==> src/rtl/mips_multicycle_ctrl.sv <==
// Multi-cycle control FSM for the mini-MIPS core: sequences fetch, decode, execute,
// memory and writeback one instruction at a time and drives the datapath strobes.
module mips_multicycle_ctrl (
    input  logic        clk,
    input  logic        rst,
    input  logic        start,
    input  logic        imem_rdy,
    input  logic        dmem_rdy,
    input  logic [5:0]  opcode,
    input  logic [5:0]  funct,
    input  logic        branch_taken,
    output logic        imem_req,
    output logic        ir_we,
    output logic        pc_we,
    output logic [1:0]  pc_src,
    output logic        alu_src_imm,
    output logic        hilo_we,
    output logic        reg_we,
    output logic [1:0]  reg_dst,
    output logic [1:0]  wb_sel,
    output logic        dmem_rd,
    output logic        dmem_wr,
    output logic        busy,
    output logic        halted,
    output logic        illegal,
    output logic [31:0] instr_count
);

    typedef enum logic [2:0] {
        S_IDLE   = 3'd0,
        S_FETCH  = 3'd1,
        S_DECODE = 3'd2,
        S_EXEC   = 3'd3,
        S_MEM    = 3'd4,
        S_WB     = 3'd5,
        S_HALT   = 3'd6
    } state_t;

    typedef enum logic [3:0] {
        C_R, C_ALUI, C_LOAD, C_STORE, C_BR, C_J, C_ACC, C_HALT, C_ILL
    } iclass_t;

    state_t  state, state_nxt;
    iclass_t iclass;
    logic    retire, set_illegal;

    always_comb begin
        iclass = C_ILL;
        case (opcode)
            6'h00:                                     iclass = C_R;
            6'h08, 6'h09, 6'h0A, 6'h0C, 6'h0D, 6'h0E, 6'h0F: iclass = C_ALUI;
            6'h23:                                     iclass = C_LOAD;
            6'h2B:                                     iclass = C_STORE;
            6'h04, 6'h05, 6'h12, 6'h13, 6'h14, 6'h15, 6'h16, 6'h17: iclass = C_BR;
            6'h02, 6'h03:                              iclass = C_J;
            6'h1C, 6'h1D:                              iclass = C_ACC;
            6'h3F:                                     iclass = C_HALT;
            default:                                   iclass = C_ILL;
        endcase
    end

    // Strobes are combinational so handshake responses (ir_we on imem_rdy) land in the same cycle.
    always_comb begin
        state_nxt   = state;
        retire      = 1'b0;
        set_illegal = 1'b0;
        imem_req    = 1'b0;
        ir_we       = 1'b0;
        pc_we       = 1'b0;
        pc_src      = 2'd0;
        alu_src_imm = 1'b0;
        hilo_we     = 1'b0;
        reg_we      = 1'b0;
        reg_dst     = 2'd0;
        wb_sel      = 2'd0;
        dmem_rd     = 1'b0;
        dmem_wr     = 1'b0;
        case (state)
            S_IDLE: begin
                if (start) state_nxt = S_FETCH;
            end
            S_FETCH: begin
                imem_req = 1'b1;
                if (imem_rdy) begin
                    ir_we     = 1'b1;
                    pc_we     = 1'b1;
                    pc_src    = 2'd0;
                    state_nxt = S_DECODE;
                end
            end
            S_DECODE: begin
                case (iclass)
                    C_HALT: state_nxt = S_HALT;
                    C_ILL: begin
                        set_illegal = 1'b1;
                        state_nxt   = S_HALT;
                    end
                    C_J: begin
                        pc_we  = 1'b1;
                        pc_src = 2'd2;
                        if (opcode == 6'h03) begin
                            reg_we  = 1'b1;
                            reg_dst = 2'd2;
                            wb_sel  = 2'd2;
                        end
                        retire    = 1'b1;
                        state_nxt = S_FETCH;
                    end
                    default: state_nxt = S_EXEC;
                endcase
            end
            S_EXEC: begin
                alu_src_imm = (iclass == C_ALUI) || (iclass == C_LOAD) || (iclass == C_STORE);
                case (iclass)
                    C_R: begin
                        if (funct == 6'h08) begin
                            pc_we     = 1'b1;
                            pc_src    = 2'd3;
                            retire    = 1'b1;
                            state_nxt = S_FETCH;
                        end else begin
                            state_nxt = S_WB;
                        end
                    end
                    C_BR: begin
                        pc_we     = branch_taken;
                        pc_src    = 2'd1;
                        retire    = 1'b1;
                        state_nxt = S_FETCH;
                    end
                    C_ACC: begin
                        hilo_we   = 1'b1;
                        retire    = 1'b1;
                        state_nxt = S_FETCH;
                    end
                    C_LOAD, C_STORE: state_nxt = S_MEM;
                    default:         state_nxt = S_WB;
                endcase
            end
            S_MEM: begin
                dmem_rd = (iclass == C_LOAD);
                dmem_wr = (iclass == C_STORE);
                if (dmem_rdy) begin
                    if (iclass == C_LOAD) begin
                        state_nxt = S_WB;
                    end else begin
                        retire    = 1'b1;
                        state_nxt = S_FETCH;
                    end
                end
            end
            S_WB: begin
                reg_we    = 1'b1;
                reg_dst   = (iclass == C_R) ? 2'd0 : 2'd1;
                wb_sel    = (iclass == C_LOAD) ? 2'd1 : 2'd0;
                retire    = 1'b1;
                state_nxt = S_FETCH;
            end
            S_HALT:  state_nxt = S_HALT;
            default: state_nxt = S_IDLE;
        endcase
    end

    always_ff @(posedge clk or posedge rst) begin
        if (rst) begin
            state       <= S_IDLE;
            instr_count <= 32'd0;
            illegal     <= 1'b0;
        end else begin
            state <= state_nxt;
            if (retire)      instr_count <= instr_count + 32'd1;
            if (set_illegal) illegal     <= 1'b1;
        end
    end

    assign busy   = (state != S_IDLE) && (state != S_HALT);
    assign halted = (state == S_HALT);

endmodule

==> config.mk <==
export PLATFORM = sky130hd
export DESIGN_NAME = mips_multicycle_ctrl
export DESIGN_NICKNAME = d
export VERILOG_FILES = /design/src/rtl/mips_multicycle_ctrl.sv
export SDC_FILE = /design/constraint.sdc
export NUM_CORES = 1
export LEC_CHECK = 0
export CAP_MARGIN = 20
export CORE_MARGIN = 10
export CORE_UTILIZATION = 43
export DETAILED_ROUTE_END_ITERATION = 8
export PLACE_DENSITY = 0.74
export SLEW_MARGIN = 20
export SYNTH_ARGS = -nofsm -noshare
export SYNTH_HDL_FRONTEND = slang
export SYNTH_SLANG_ARGS = --single-unit
==> constraint.sdc <==
create_clock -name clk -period 2.4 [get_ports clk]
set_input_delay 0.48 -clock clk [delete_from_list [all_inputs] [get_ports clk]]
set_output_delay 0.48 -clock clk [all_outputs]
set_load 0.01 [all_outputs]
Word-level counts from Yosys, hierarchy flattened
Memory sizes are Yosys's and may differ from the RTL's.
Cells that the tools add are included.
- memories: 1
- memory bits (writable): 0
- input bits: 18
- bits in latches: 0
- logic and storage cells: 74
- output and inout port bits: 49
- bits in read-only memories: 256
- register bits after elaboration: 36
- reduce and logical (&&, ||, !) cells: 10
- $lt $le $gt $ge: 0
- multiply operators: 0
- eq/ne operators: 20
- multiplexer cells: 39
- divide/modulo/power cells: 0
- add/sub/neg operators: 1
- bitwise logic cells: 0
- shift operators: 0
- memory list (memory ; depth ; width ; read ports ; clocked after memory_dff ; write ports ; RTL line ; source):
    (name not given) ; 64 ; 4 ; 1 ; 0 ; 0 ; 49 ; case (opcode)
- operators with widths (operator ; number):
    adder 32 x 1 -> 32 bit, second input constant ; 1
    case mux 3 bit (7 select lines) ; 1
    two-way mux 1 bit ; 18
    == test 4 x 3 -> 1 bit, second input constant ; 4
    case mux 2 bit (2 select lines) ; 4
    two-way mux 3 bit ; 5
    == test 3 bit, second input constant ; 3
    case mux 3 bit (3 select lines) ; 1
    == test 4 x 2 -> 1 bit, second input constant ; 2
    two-way mux 2 bit ; 4
    == test 3 x 2 -> 1 bit, second input constant ; 2
    == test 6 x 2 -> 1 bit, second input constant ; 1
    == test 6 x 4 -> 1 bit, second input constant ; 1
    != test 2 bit, second input constant ; 3
    case mux 1 bit (2 select lines) ; 3
    case mux 3 bit (2 select lines) ; 1
    OR reduction 2 bit ; 3
    == test 4 x 1 -> 1 bit, second input constant ; 1
    == test 4 bit, second input constant ; 1
    logical NOT 4 bit ; 1
    case mux 1 bit (4 select lines) ; 1
    == test 3 x 1 -> 1 bit, second input constant ; 1
    logical NOT 3 bit ; 1
    != test 3 bit, second input constant ; 1
    other kinds (5) ; 6

Depth between registers and ports, before layout
Gate-level depths: netlist (run 1).
An unclocked memory read counts as a cell.
- depth after elaboration: 5
- mapped depth: 11
- gate-level depth less buffers: 10

Worst setup path before layout (run 1)
No wires, ideal clock.
- kind: input -> output
- start point: in opcode[1]
- end point: out wb_sel[1]
- cell stages on the path: 6
- buffers on the path: 1
- data arrival time: 2.021 ns
- required time: 1.920 ns
- path slack: -0.101 ns
- cell sequence: and4b_1 -> or4b_4 -> a211oi_2 -> a21bo_2 -> nor2_1 -> buf_4
- word-level cells in the longest chain between the ends: 4
- elaborated cells on any way between the ends: 6
- classes of those cells: eq/ne: 2; mux: 3; memory: 1
- RTL lines (element ; RTL line ; source):
    start: declaration ; 9 ; input logic [5:0] opcode,
    memory (64 x 4 bit) or == test 6 x 2 -> 1 bit (tied branches) ; n/a ;
    == test 4 x 3 -> 1 bit or two-way mux 2 bit (tied branches) ; 92, 101 ;
    two-way mux 2 bit * ; 92 ; case (iclass)
    case mux 2 bit (2 select lines) * ; 78 ; case (state)
    end: declaration ; 20 ; output logic [1:0] wb_sel,
Mark *: on every way between the ends. The rest lies on a longest branch, timed or not.

Final worst setup path (run 1)
- start point: in opcode[1]
- end point: out reg_we
- word-level cells in the longest chain between the ends: 4
- elaborated cells on any way between the ends: 6
- classes of those cells: eq/ne: 2; mux: 3; memory: 1
- RTL lines (element ; RTL line ; source):
    memory (64 x 4 bit) or == test 6 x 2 -> 1 bit (tied branches) ; n/a ;
    == test 4 x 3 -> 1 bit or two-way mux 1 bit (tied branches) ; 92, 101 ;
    two-way mux 1 bit * ; 92 ;
    case mux 1 bit (2 select lines) * ; 78 ;
    end: declaration ; 18 ; output logic reg_we,
Marked as above.

==> results.yml, run 1 <==
synthesis:
  synth_compound_gate_area_share: 0.1167
  yosysWarningCount: 0
  synth-edff-count: 0
  synthAdderAreaFrac: 0.02182
  synth_top_area_frac: 0.3928
  synth.avg_cell_area_um2: 8.787
  yosys.area_share.xor_xnor: 0.1184
  ys_seq_elements: 36
  synth_most_common_cell: "nor2_1"
  ys_types: 54
  syn_nets: 283
  synth_top_family_by_area: "simple AND/OR/NAND/NOR gates"
  yosysTopAreaCell: "dfrtp_1"
  synthMuxAreaShare: 0.004910
  synthSimpleGateAreaFrac: 0.3061
  synth_area_mm2: 0.002293
  netlist_top_cells_count: "37 x nor2_1, 36 x dfrtp_1, 23 x nand2_1, 21 x xor2_1, 15 x nor3_1"
  synth_cells: 261
  async_flop_share: 1.000
  ys.flop_type: "dfrtp_1"
  ys_seq_area_frac: 0.3928
  synthTopCellsByArea: "dfrtp_1 39%, xor2_1 8.0%, nor2_1 6.1%"
floorplanning:
  dieHeight_um: 93.03
  start_util: 0.4462
  die_area_mm2: 0.008655
  row_count: 26
  core_area_mm2: 0.005140
  ios: 67
  die_w_um: 93.03
timing:
  final_hold_viol_count: 0
  fmax_ghz: 0.3777
  tightest_slew_ps: 459.4
  maxSlewHeadroom: 0.6931
  rsz0062_at_grt: "yes"
  period_share: 1.103
  fin_ws_ps: -247.5
  clock_skew_ps: 6.379
  slew_violations: 0
  setup_viol: 39
  fin_crit_ps: 2648
  fin_setup_tns_ps: -5171
cts:
  clock-sinks: 36
  clockBufferDepth: 2
  tritoncts: "done"
  path_clk_slew_ps: 70
  h-tree-depth: 2
  hold_buffers: 0
  cts-root-buf: "clkbuf_8"
  clk_latency_ps: 300
  cts_buffers: 5
pwr:
  leakage_nw: 1.888
  powerDensity_mw_per_mm2: 532.4
  ir_drop_v: 0.0006212
detailed_routing:
  wirelength_um: 8436
  antenna_left: 0
  drc_errors: 0
  vias: 2480
  initialDrtViolationCount: 135
  wire_per_inst_um: 18.46
  via_per_inst: 5.427
  drtPass1Iterations: 4
cells_and_area:
  syn_to_final_growth_pct: 75.67
  diodes: 0
  post-route-util: 0.7838
  drive_gt1_frac: 0.4057
  nets: 408
grt:
  grt_max_degree: 37
  grt_pass1_wl_um: 12630
  grt_pass1_vias: 2509
  antenna_found_initial: 0
  overflow: 0
  grtUsageTotal: 0.1766
placement:
  dp_hpwl_um: 5186
  gp_congestion: 0.8997
  port_buffers: 66
worst_setup_path:
  end_kind: "output port"
  worst_setup_path_start_kind: "input port"
  worstPathArrival_ps: 2170
  critPathKind: "input port to output port"
  required_ps: 1920
  path_max_fanout: 5
outcome:
  status: "complete, but fails checks"
  failed_checks: "setup timing"
worst_hold_path:
  worstHoldPathType: "register to register"
job:
  maxCapViolCount: 0
[metrics by stage]
stage | worst slack [ps] | hold slack (ps) | power [mW] | std cells | instance area, um2
floorplan | 8.081 | 493.2 | 1.082 | 261 | 2318
global placement | -1046 | 442.0 | 1.447 | 429 | 3334
detailed placement | -1091 | 451.6 | 1.457 | 429 | 3334
CTS | -168.5 | 468.1 | 2.052 | 450 | 3836
global route | -302.7 | 480.2 | 2.267 | 457 | 4029
finish | -247.5 | 470.7 | 2.145 | 457 | 4029
[cell families (layout without fill, tap and decap cells)]
logic type	Yosys count	in the layout
flops	36	36
xor+xnor	31	31
simple gates	132	132
compound gates	37	37
mux	1	1
buf+inv	20	146
fa+ha+maj	4	4
[worst paths after layout]
path	from	to	slack (ps)	cells after the start
setup reg to reg	state[2]	instr_count[13]	-80	10
min in group asynchronous	rst	instr_count[7]	580	3
max in group asynchronous	rst	state[1]	1490	3
hold / removal	instr_count[31]	instr_count[31]	470	1
setup / recovery	opcode[1]	reg_we	-250	7
hold reg to reg	instr_count[31]	instr_count[31]	470	1
[critical path, stage by stage]
cell and delay [ps]:
buf_8 110, and4b_1 240, or4b_4 510, a211oi_2 240, a21bo_4 290, o21ai_2 130
buf_2 160
[layer usage]
metal	part of all wire	global-route usage
met1	0.40	0.2173
met5	0	0
met2	0.50	0.2961
met4	0.026	0.04499
met3	0.068	0.05036
[timing repair]
item | 4_1_cts | 5_1_grt
cloned | 2 | 0
setup endpoints to repair | 48 | 43
pin swaps | 42 | 32
buffers inserted | 12 | 8
gates resized for setup | 156 | 40
[state kept, by name, summed over array words and instances, names as in the netlist]
name and count:
state 3, instr_count 32, illegal 1
[placed cells by master (no fill, tap or decap), types with 3 or more instances in the layout]
cell,instances
o21ai_0,3
nand3_1,11
nor2_1,25
a211oi_2,3
o21ai_4,4
and2_1,4
xnor2_1,9
buf_8,3
nand2b_1,5
nor3_4,12
clkdlybuf4s50_1,43
xor2_1,21
a21oi_1,3
dfrtp_1,36
nor2_2,7
clkbuf_2,3
nand2b_4,3
nor2b_1,3
inv_1,9
clkbuf_8,5
nor3b_2,3
nor2_4,5
nand2_1,21
buf_4,46
buf_2,10
buf_6,14
[area by class of cell]
type | count | area (um2)
fillers | 347 | 1111
clock buffers | 6 | 72.57
inverters | 12 | 47.55
repair buffers | 126 | 1149
well taps | 70 | 87.58
multi-input cells | 205 | 1737
flip-flops and latches | 36 | 900.9
clock inverters | 2 | 35.03
[where the power goes]
group	total (mW)	internal (mW)	switching (mW)
combinational	0.886	0.463	0.423
clock	0.534	0.308	0.225
sequential	0.726	0.667	0.0585
total	2.14	1.44	0.707
Power figures use the tool's default switching activity.
==> run 2, diff against run 1 <==
- ABC_AREA: unset -> 1
- CELL_PAD_IN_SITES_DETAIL_PLACEMENT: unset -> 2
- CELL_PAD_IN_SITES_GLOBAL_PLACEMENT: unset -> 2
- CORE_UTILIZATION: 43 -> 24
- PLACE_DENSITY: 0.74 -> 0.76
==> run 2 against run 1 <==
  * The flow still finishes with violations (setup timing)
  * Sequential power fell by 0.7%
  * Worst hold slack improved by 59 ps
  * Sequential share of layout area fell by 2.6 points
  * Clock skew fell by 1.2 ps
  * Routed wire length rose by 62%
  * Critical endpoint is now pc_src[0]
  * Largest power group unchanged
==> results.yml, run 2 <==
pwr:
  switching_share: 0.4147
  leakage_nw: 2.165
  powerDensity_mw_per_mm2: 602.5
  pwr-share-seq: 0.263
  p_total_mw: 2.740
  p_sw_mw: 1.136
  ir_drop_v: 0.0002618
  combPwrFrac: 0.504
  intPower_mw: 1.604
  clockPowerShare: 0.233
detailed_routing:
  initialDrtViolationCount: 178
  wire_per_inst_um: 19.81
  drtPass1Iterations: 4
  wirelength_um: 13670
  drc_errors: 0
  via_per_inst: 4.968
  vias: 3428
  antenna_left: 0
grt:
  overflow: 0
  grt_max_degree: 37
  grtUsageTotal: 0.1460
  grt_pass1_wl_um: 19950
  antenna_found_initial: 0
  grt_pass1_vias: 3673
synthesis:
  synthTopCellsByArea: "dfrtp_1 32%, nand2_1 18%, nand3_1 9.5%"
  yosysTopAreaCell: "dfrtp_1"
  synth-edff-count: 0
  synth_area_mm2: 0.002848
  yosysWarningCount: 0
  netlist_top_cells_count: "140 x nand2_1, 54 x nand3_1, 50 x nor2_1, 44 x inv_1, 36 x dfrtp_1"
  ys.flop_type: "dfrtp_1"
  ys_seq_elements: 36
  synth_top_area_frac: 0.3163
  syn_nets: 458
  synth.avg_cell_area_um2: 6.531
  synth_cells: 436
  ys_seq_area_frac: 0.3163
  synth_most_common_cell: "nand2_1"
  ys_types: 30
  async_flop_share: 1.000
cts:
  clockBufferDepth: 2
  tritoncts: "done"
  cts-root-buf: "clkbuf_16"
  path_clk_slew_ps: 60
  clk_latency_ps: 290
  h-tree-depth: 2
  hold_buffers: 0
  clock-sinks: 36
  cts_buffers: 5
worst_setup_path:
  reg2reg_depth: 10
  worst_setup_path_start_kind: "input port"
  slowest_delay_ps: 220
  path_max_fanout: 3
  end_kind: "output port"
  path_cells: "buf_8, inv_4, ha_4, or2_0, nand3_1, nand2_2, nand2_4, nand2_4, nor2_4, buf_4, a21oi_1, nor3_1, buf_2"
  crit_slowest_cell: "or2_0"
  critPathKind: "input port to output port"
  required_ps: 1920
  worstPathArrival_ps: 2000
  path_common_cell: "nand2_4"
floorplanning:
  start_util: 0.2473
  core_area_mm2: 0.01152
  row_count: 39
  die_w_um: 128.9
  ios: 67
  die_area_mm2: 0.01662
  dieHeight_um: 128.9
cells_and_area:
  layout_commonest_cell: "nand2_1"
  largestRegisters: "instr_count (32), state (3), illegal (1)"
  postLayoutCellArea_mm2: 0.004548
  largest_reg_flops: 32
  nets: 569
  diodes: 0
  largest_register: "instr_count"
  syn_to_final_growth_pct: 59.71
  layout_common_cells: "110 x nand2_1, 47 x nand3_1, 47 x clkdlybuf4s50_1"
  drive_gt1_frac: 0.2761
timing:
  final_hold_viol_count: 0
  holdWs_ps: 530.1
  period_share: 1.035
  setup_viol: 11
  tightest_slew_ps: 490.4
  fin_crit_ps: 2485
  maxSlewHeadroom: 0.6731
  fin_setup_tns_ps: -315.5
  fmax_ghz: 0.4025
  rsz0062_at_grt: "yes"
  clock_skew_ps: 5.220
  fin_ws_ps: -84.74
  slew_violations: 0
placement:
  port_buffers: 66
  dp_hpwl_um: 9162
  place_area_mm2: 0.003928
  place_ws_ps: -1087
  gp_congestion: 0.8839
outcome:
  failed_checks: "setup timing"
  status: "complete, but fails checks"
worst_hold_path:
  worstHoldPathType: "register to register"
  hold_depth: 1
job:
  maxCapViolCount: 0
## run 2: cell count changes in the layout (fill, tap and decap cells not counted), moves of 14 or more
cell     before  now
nand3_1      11   47
inv_1         9   39
nor2_1       25   42
nand2_1      21  110
nand2_2       2   26
nor3_1        1   15
## run 2: cell type report
cell class / count / area, um2
clock buffer: 6 / 128.9
clock inverter: 1 / 5.005
fill: 1341 / 6968
inverter: 46 / 177.7
multi-input combinational: 342 / 2014
sequential: 36 / 900.9
tap: 143 / 178.9
timing repair buffer: 116 / 1142
## run 2: what timing repair did
action                                  in CTS  in global routing
endpoints found under the setup margin      45                 16
setup buffers                                3                  7
pin swaps                                   22                 27
gates resized for setup                     99                 72
cloned                                       0                  3
## run 2: routing by layer
layer,vias up,track usage,wire length (um)
met5,-,0,0
li1,1611,-,-
met2,79,0.2539,6970
met1,1719,0.1865,5928
met3,19,0.02423,593
met4,0,0.02809,176
## run 2: logic make-up (layout without fill, tap and decap cells)
family / count (synthesis) / after routing / share of synthesized area
compound gates: 9 / 9 / 0.01669
xor+xnor: 29 / 29 / 0.08919
fa+ha+maj: 4 / 4 / 0.01758
buf+inv: 58 / 169 / 0.09139
flops: 36 / 36 / 0.3163
simple gates: 300 / 300 / 0.4688
## run 2: power by group through the flow
stage	logic, mW	clock network, mW	registers, mW
floorplan	0.600	0	0.725
global placement	1.12	0	0.720
detailed placement	1.16	0	0.726
CTS	1.19	0.644	0.716
global route	1.51	0.671	0.727
finish	1.38	0.638	0.721
## run 2: worst paths after layout
path	endpoint	slack, ps	from
min	illegal	530	illegal
max in group asynchronous	instr_count[9]	1430	rst
max	pc_src[0]	-80	opcode[2]
max reg2reg	instr_count[31]	100	instr_count[2]
min in group asynchronous	instr_count[21]	630	rst
min reg2reg	illegal	530	illegal
## run 2: worst max-delay path: cells and delay by family
| kind | cells | cell delay (ps) |
|---|---|---|
| fa+ha+maj | 1 | 140 |
| compound gates | 1 | 70 |
| buf+inv | 4 | 440 |
| simple gates | 7 | 860 |
## run 2: metrics by stage
step           instances    util
5_1_grt              690  0.3949
3_5_place_dp         670  0.3410
6_report             690  0.3949
2_1_floorplan        436       -
4_1_cts              680  0.3656
3_3_place_gp         670  0.3410
